`src/rtl/sd_cmd_sender_pkg.sv`:
```
// sd_cmd_sender_pkg: shared states, SPI-mode SD command frame constants and sizing helper
package sd_cmd_sender_pkg;
  typedef enum logic [2:0] {IDLE, PRE, SEND, WAIT_RESP, RECV, DONE} state_t;
  localparam int FRAME_LEN = 48;
  localparam logic [1:0] START_BITS = 2'b01;
  localparam logic STOP_BIT = 1'b1;
  localparam logic [7:0] R1_IDLE = 8'h01;
  function automatic int max3(input int a, input int b, input int c);
    int m;
    m = a > b ? a : b;
    return m > c ? m : c;
  endfunction
endpackage

```
`src/rtl/sd_frame_shifter.sv`:
```
// sd_frame_shifter: 48-bit MSB-first command frame shift register with bit counter
module sd_frame_shifter
  import sd_cmd_sender_pkg::*;
(
  input  logic                 clk,
  input  logic                 rst,
  input  logic                 load,
  input  logic                 shift,
  input  logic [FRAME_LEN-1:0] data,
  output logic                 bit_out,
  output logic                 done
);
  logic [FRAME_LEN-1:0] sr;
  logic [5:0] cnt;
  always_ff @(posedge clk)
    if (rst) begin
      sr <= '0;
      cnt <= '0;
    end else if (load) begin
      sr <= data;
      cnt <= '0;
    end else if (shift) begin
      sr <= {sr[FRAME_LEN-2:0], 1'b1};
      cnt <= cnt + 6'd1;
    end
  assign bit_out = sr[FRAME_LEN-1];
  // high while the final frame bit is on the wire
  assign done = cnt == 6'(FRAME_LEN - 1);
endmodule

```
`src/rtl/sd_cmd_sender.sv`:
```
// sd_cmd_sender: sends one SPI-mode SD command frame and captures the R1 response byte
module sd_cmd_sender
  import sd_cmd_sender_pkg::*;
#(
  parameter int PRE_BITS = 8,
  parameter int RESP_TIMEOUT = 64
) (
  input  logic        CLK,
  input  logic        RESET,
  input  logic        CMD_START,
  input  logic [5:0]  CMD_INDEX,
  input  logic [31:0] CMD_ARG,
  input  logic [6:0]  CMD_CRC,
  input  logic        DO,
  output logic        DI,
  output logic        CS_N,
  output logic [7:0]  RESP,
  output logic        CMD_BUSY,
  output logic        CMD_DONE,
  output logic        CMD_TIMEOUT
);
  localparam int CW = $clog2(max3(PRE_BITS, FRAME_LEN, RESP_TIMEOUT) + 1);
  state_t state;
  logic [CW-1:0] cnt;
  logic [7:0] resp;
  logic timeout, sh_bit, sh_done;
  sd_frame_shifter u_shifter (
    .clk(CLK),
    .rst(RESET),
    .load(state == IDLE && CMD_START),
    .shift(state == SEND),
    .data({START_BITS, CMD_INDEX, CMD_ARG, CMD_CRC, STOP_BIT}),
    .bit_out(sh_bit),
    .done(sh_done)
  );
  always_ff @(posedge CLK)
    if (RESET) begin
      state <= IDLE;
      cnt <= '0;
      resp <= 8'hFF;
      timeout <= 1'b0;
    end else
      case (state)
        IDLE: if (CMD_START) begin
          state <= PRE;
          cnt <= '0;
          timeout <= 1'b0;
        end
        PRE: if (cnt == CW'(PRE_BITS - 1)) begin
          state <= SEND;
          cnt <= '0;
        end else cnt <= cnt + CW'(1);
        SEND: if (sh_done) state <= WAIT_RESP;
        // the first low DO sample is the R1 start bit and becomes RESP[7]
        WAIT_RESP: if (!DO) begin
          resp <= {resp[6:0], 1'b0};
          state <= RECV;
          cnt <= '0;
        end else if (cnt == CW'(RESP_TIMEOUT - 1)) begin
          resp <= 8'hFF;
          timeout <= 1'b1;
          state <= DONE;
          cnt <= '0;
        end else cnt <= cnt + CW'(1);
        RECV: begin
          resp <= {resp[6:0], DO};
          if (cnt == CW'(6)) begin
            state <= DONE;
            cnt <= '0;
          end else cnt <= cnt + CW'(1);
        end
        DONE: if (!CMD_START) state <= IDLE;
        default: state <= IDLE;
      endcase
  assign DI = state == SEND ? sh_bit : 1'b1;
  assign CS_N = state == IDLE;
  assign CMD_BUSY = state inside {PRE, SEND, WAIT_RESP, RECV};
  assign CMD_DONE = state == DONE;
  assign CMD_TIMEOUT = timeout;
  assign RESP = resp;
endmodule

```
`config.mk`:
```
export PLATFORM = sky130hd
export DESIGN_NAME = sd_cmd_sender
export DESIGN_NICKNAME = d
export VERILOG_FILES = /design/src/rtl/sd_cmd_sender_pkg.sv /design/src/rtl/sd_frame_shifter.sv /design/src/rtl/sd_cmd_sender.sv
export SDC_FILE = /design/constraint.sdc
export NUM_CORES = 1
export LEC_CHECK = 0
export ABC_AREA = 1
export CAP_MARGIN = 20
export CORE_AREA = 4 4 122 66
export CTS_BUF_LIST = sky130_fd_sc_hd__clkbuf_4
export DETAILED_ROUTE_END_ITERATION = 12
export DIE_AREA = 0 0 126 70
export PLACE_DENSITY = 0.77
export SLEW_MARGIN = 20
export SYNTH_ARGS = -nofsm -noshare
export SYNTH_HDL_FRONTEND = slang
export SYNTH_SLANG_ARGS = --single-unit
```
`constraint.sdc`:
```
create_clock -name CLK -period 3.5 [get_ports CLK]
set_input_delay 0.525 -clock CLK [delete_from_list [all_inputs] [get_ports CLK]]
set_output_delay 0.525 -clock CLK [all_outputs]
set_load 0.01 [all_outputs]
```
# After elaboration in Yosys (flattened, before gate mapping)

Index checks and enable logic that the tools add are counted.

Flip-flop bits (word level): 73
Logic and storage cells: 62

$add $sub $neg: 2
Equality and inequality tests: 17
Mux-type cells: 24
Reductions and logical operators: 12

Operators with widths:

| operator              | number |
|---|---|
| $mux W47              | 2 |
| $mux W7               | 5 |
| $pmux W7 S4           | 1 |
| $mux W3               | 7 |
| $pmux W3 S6           | 1 |
| $mux W8               | 2 |
| $pmux W8 S2           | 1 |
| $eq A7 B3 Y1 const B  | 2 |
| $ne A2 B2 Y1 const B  | 7 |
| $reduce_bool A4 Y1    | 2 |
| $add A7 B1 Y7 const B | 1 |
| $eq A7 B6 Y1 const B  | 1 |
| $add A6 B1 Y6 const B | 1 |
| $eq A3 B2 Y1 const B  | 2 |
| $eq A3 B3 Y1 const B  | 2 |
| $eq A6 B6 Y1 const B  | 1 |
| $reduce_and A6 Y1     | 1 |
| $reduce_bool A2 Y1    | 3 |
| $mux W1               | 4 |
| $reduce_and A2 Y1     | 2 |
| $reduce_and A4 Y1     | 1 |
| $eq A3 B1 Y1 const B  | 1 |
| $logic_not A3 Y1      | 1 |
| $ne A3 B3 Y1 const B  | 1 |
| 3 further kinds       | 3 |

# Depth between registers and ports, before layout

Depth in word-level cells: 4
Depth in mapped cells: 11
Mapped depth without buffers: 10

# Hierarchy

From an unflattened synthesis, not the netlist that was laid out.

Cells, all modules: 551
Area total of the unflattened synthesis: 3619.7 sq um

Modules (own cells, without submodules):

| module           | instances | cells an instance | area each (sq um) | seq. area each (sq um) |
|---|---|---|---|---|
| sd_frame_shifter | 1         | 392               | 2546.2            | 1081.0 |
| sd_cmd_sender    | 1         | 159               | 1073.5            | 380.4 |

# Worst setup path after synthesis

Ideal clock, no wire load.

Path type: register to output
From: register state[1]
To: output DI
Data arrival time: 1.040 ns
Data required time: 2.975 ns
Path slack: 1.935 ns
Stages on the path, launching flop included: 7
Buffers on the path: 2
Cells stage by stage: dfxtp_1 -> buf_6 -> inv_4 -> nor2_8 -> nand2_4 -> buf_6 -> or2_2

Cells in the longest elaborated chain, start to end: 2

Ends and longest elaborated chain:

| element                | line                | text |
|---|---|---|
| from (decl)            | sd_cmd_sender.sv:23 | `state_t state;` |
| from (signal assigned) | sd_cmd_sender.sv:38 | `state <= IDLE;` |
| from (signal assigned) | sd_cmd_sender.sv:45 | `state <= PRE;` |
| from (signal assigned) | sd_cmd_sender.sv:50 | `state <= SEND;` |
| $eq A3 B2 Y1           | sd_cmd_sender.sv:75 | `assign DI = state == SEND ? sh_bit : 1'b1;` |
| $mux W1                | sd_cmd_sender.sv:75 |  |
| to (decl)              | sd_cmd_sender.sv:15 | `output logic DI,` |

Every way passes these cells.

# Worst setup path in the final report

From: register state[0]
To: output CMD_BUSY

Cells in the longest elaborated chain, start to end: 2

Ends and longest elaborated chain:

| element                                    | line                | text |
|---|---|---|
| $eq A3 B1 Y1, or another cell as far along | sd_cmd_sender.sv:77 | `assign CMD_BUSY = state inside {PRE, SEND, WAIT_RESP, RECV};` |
| $reduce_bool A4 Y1 *                       | sd_cmd_sender.sv:77 |  |
| to (decl)                                  | sd_cmd_sender.sv:18 | `output logic CMD_BUSY,` |

Every way passes the cells marked *; elsewhere a longest branch is shown, timed or not.

==> results_dict.tcl <==
set metrics [dict create \
    status "finished, final reports clean" \
    drive_gt1_share_pct 8.54 \
    worstHoldEndpoint "u_shifter.sr[47]" \
    cts-root-buf "clkbuf_4" \
    netlist.area_leader.share_pct 43.4 \
    drt_iter0_drc 271 \
    power_frac_seq_pct 42.3 \
    yosysMostFrequentCell "nand2_1" \
    syn_nets 510 \
    drc 0 \
    tightestPinTransition_ns 0.541 \
    reg2regPathDepth 7 \
    cts_resized 0 \
    routed_wl_um 7720 \
    hold_ws_ns 0.477 \
    grt.total_usage_pct 17.7 \
    place_ws_ns 1.20 \
    maxCapViolCount 0 \
    syn-instance-count 458 \
    grt_util_met2_pct 26.0 \
    period_share_pct 76.7 \
    worstReg2RegStart "state[0]" \
    die_w_um 126 \
    fmax_ghz 0.372 \
    grt_use_met3_pct 5.73 \
    first_global_vias 2825 \
    power_density_mw_per_mm2 659 \
    area_growth_pct 21.1 \
    p_int_w 0.00159 \
    place.gp.congestion 0.903 \
    design.portCount 62 \
    hp-class "flip-flop to flip-flop" \
    hold_start "u_shifter.sr[46]" \
    cpMostUsedCell "nand2_1" \
    peakVddDrop_mv 0.263 \
    fin_ws_ns 0.815 \
    yosysWarnings 0 \
    final.min_clock_period_ns 2.69 \
    gr-total-overflow 0 \
    crit_type "flip-flop to primary output" \
    drt-pass1-iter-count 4 \
    rows 22 \
    cts_max_level 3 \
    slew_headroom_pct 63.9 \
    die_area_mm2 0.00882 \
    worst_path_largest_cell_delay_ns 0.66 \
    diodes 0 \
    cp.required_ns 2.97 \
    leakage_nw 1.59 \
    antenna_found_initial 0 \
    grt_pass1_wl_um 13000 \
    combinationalPowerShare_pct 40.6 \
    core-area_mm2 0.00705 \
    post_cts_buffers 0 \
    endpoint_kind "primary output" \
    ys_top_cells_by_count "nand2_1, dfxtp_1, a31oi_1, nor2_1, inv_1" \
    hold_path_depth 2 \
    clkPwrFrac_pct 17.1 \
    drt.antenna.violating_nets 0 \
    wl_per_cell_um 12.6 \
    start_util_pct 47.7 \
    finalSetupViolCount 0 \
    grt_max_degree 52 \
    clkTransAtPathRegs_ns 0.12 \
    r2r_slack_ns 1.46 \
    finalNonFillerCells 611 \
    async_reset_ff_share_pct 0 \
    synth_edf_count 0 \
    setup_tns_ns 0 \
    io_buffers 61 \
    hold_violations 0 \
    dp_cells 595 \
    crit_path_cell_trace "nand3_1, nand2_1, inv_1, nand2_1, clkdlybuf4s50_1" \
    power_w 0.00269 \
    skew_ns 0.0185 \
    p_sw_w 0.00109 \
    start_kind "flip-flop" \
    power.share.switching_pct 40.7 \
    cts_buffer_depth 2 \
    clock-sinks 73 \
    synth_ff_type "dfxtp_1" \
    cts_buffers 9 \
    avgSynthCellArea_um2 7.35 \
    cts_tree "done" \
    num_vias 3089 \
    die_h_um 70 \
    synth_area_leaders "dfxtp_1, nand2_1, a31oi_1" \
    synth_area_mm2 0.00336 \
    synth.ff_latch_count 73 \
    yosysTopAreaCell "dfxtp_1" \
    reg2reg_to "u_shifter.sr[41]" \
    ctsHoldBuffers 0 \
    synth_cell_types 34 \
    vias_per_cell 5.06 \
    rsz0062_at_grt "false" \
    yosysSeqAreaShare_pct 43.4 \
    slew_viol_final 0 \
    clkLatencyLatePin_ns 0.42 \
    fin_nets 562 \
    cp_max_fo 9 \
    busiest_layer "met2" \
    critPathArrivalTime_ns 2.16 \
    place_hpwl_um 5390 \
    cp_slowest_cell "dfxtp_1" \
    met1_usage_pct 25.0 \
]
==> kinds of logic after synthesis <==
kind of cell / share of synthesized area (%)
AND/OR/NAND/NOR: 33.0
flip-flops: 43.4
AO/OA/AOI/OAI: 12.1
buffers and inverters: 8.22
XOR/XNOR: 2.08
adder cells (fa/ha/maj): 1.12
==> how the worst max path moves through the flow <==
| stage | start | to | slack [ns] |
|---|---|---|---|
| after floorplan | state[1] | DI | 1.93 |
| after global placement | CMD_START | u_shifter.sr[35] | 1.28 |
| after detailed placement | CMD_START | u_shifter.sr[41] | 1.20 |
| after CTS | state[0] | CMD_BUSY | 0.79 |
| after global routing | state[0] | CMD_BUSY | 0.64 |
| final | state[0] | CMD_BUSY | 0.81 |
==> worst max-delay path, delay by kind of cell (launching register included) <==
kind          cells  cell delay (ns)
simple gates      3             0.48
buf+inv           2             0.61
flops             1             0.66
==> power by group through the flow <==
| stage | Clock (W) | Combinational (W) | Sequential [W] |
|---|---|---|---|
| after detailed placement | 0 | 0.00109 | 0.00115 |
| after global placement | 0 | 0.00106 | 0.00115 |
| after global routing | 0.000505 | 0.00123 | 0.00116 |
| after CTS | 0.000478 | 0.00110 | 0.00113 |
| final | 0.000459 | 0.00109 | 0.00114 |
| after floorplan | 0 | 0.000865 | 0.00111 |
==> final cells by class <==
cell class	instances	area [µm²]
clock buffers	13	97.6
clock inverters	3	17.5
fillers	698	2970
inverters	29	111
multi-input cells	332	1630
flip-flops and latches	73	1460
well taps	96	120
repair buffers	65	641
==> layout by cell type, fill, tap and decap left out, types with 3 or more instances in the layout <==
master and instances:
o21ai_1 7, nor2_1 31, nor2_4 5, clkbuf_4 13, xor2_1 7, inv_2 5, inv_1 23, nand3_1 19
nand2_1 177, a31oi_1 45, nand4_1 7, a21oi_1 5, o21ai_0 5, buf_4 4, clkdlybuf4s50_1 61, ha_1 3
dfxtp_1 73
==> registers in the layout, indices dropped and copies added, names as in the netlist <==
name and flops:
state 3, RESP 8, cnt 7, u_shifter.sr 48, u_shifter.cnt 6, CMD_TIMEOUT 1
==> through the flow <==
step                util, %  area, µm²
floorplan                 -       3360
global placement       56.2       3960
detailed placement     56.2       3960
CTS                    57.8       4080
global route           57.8       4080
finish                 57.8       4080
==> layer usage <==
layer  share of wire (%)  routed length (µm)
met5                   0                   0
met4                 1.1                  82
met3                 6.0                 466
met2                  43                3320
met1                  50                3850
(Power assumes the default switching activity.)
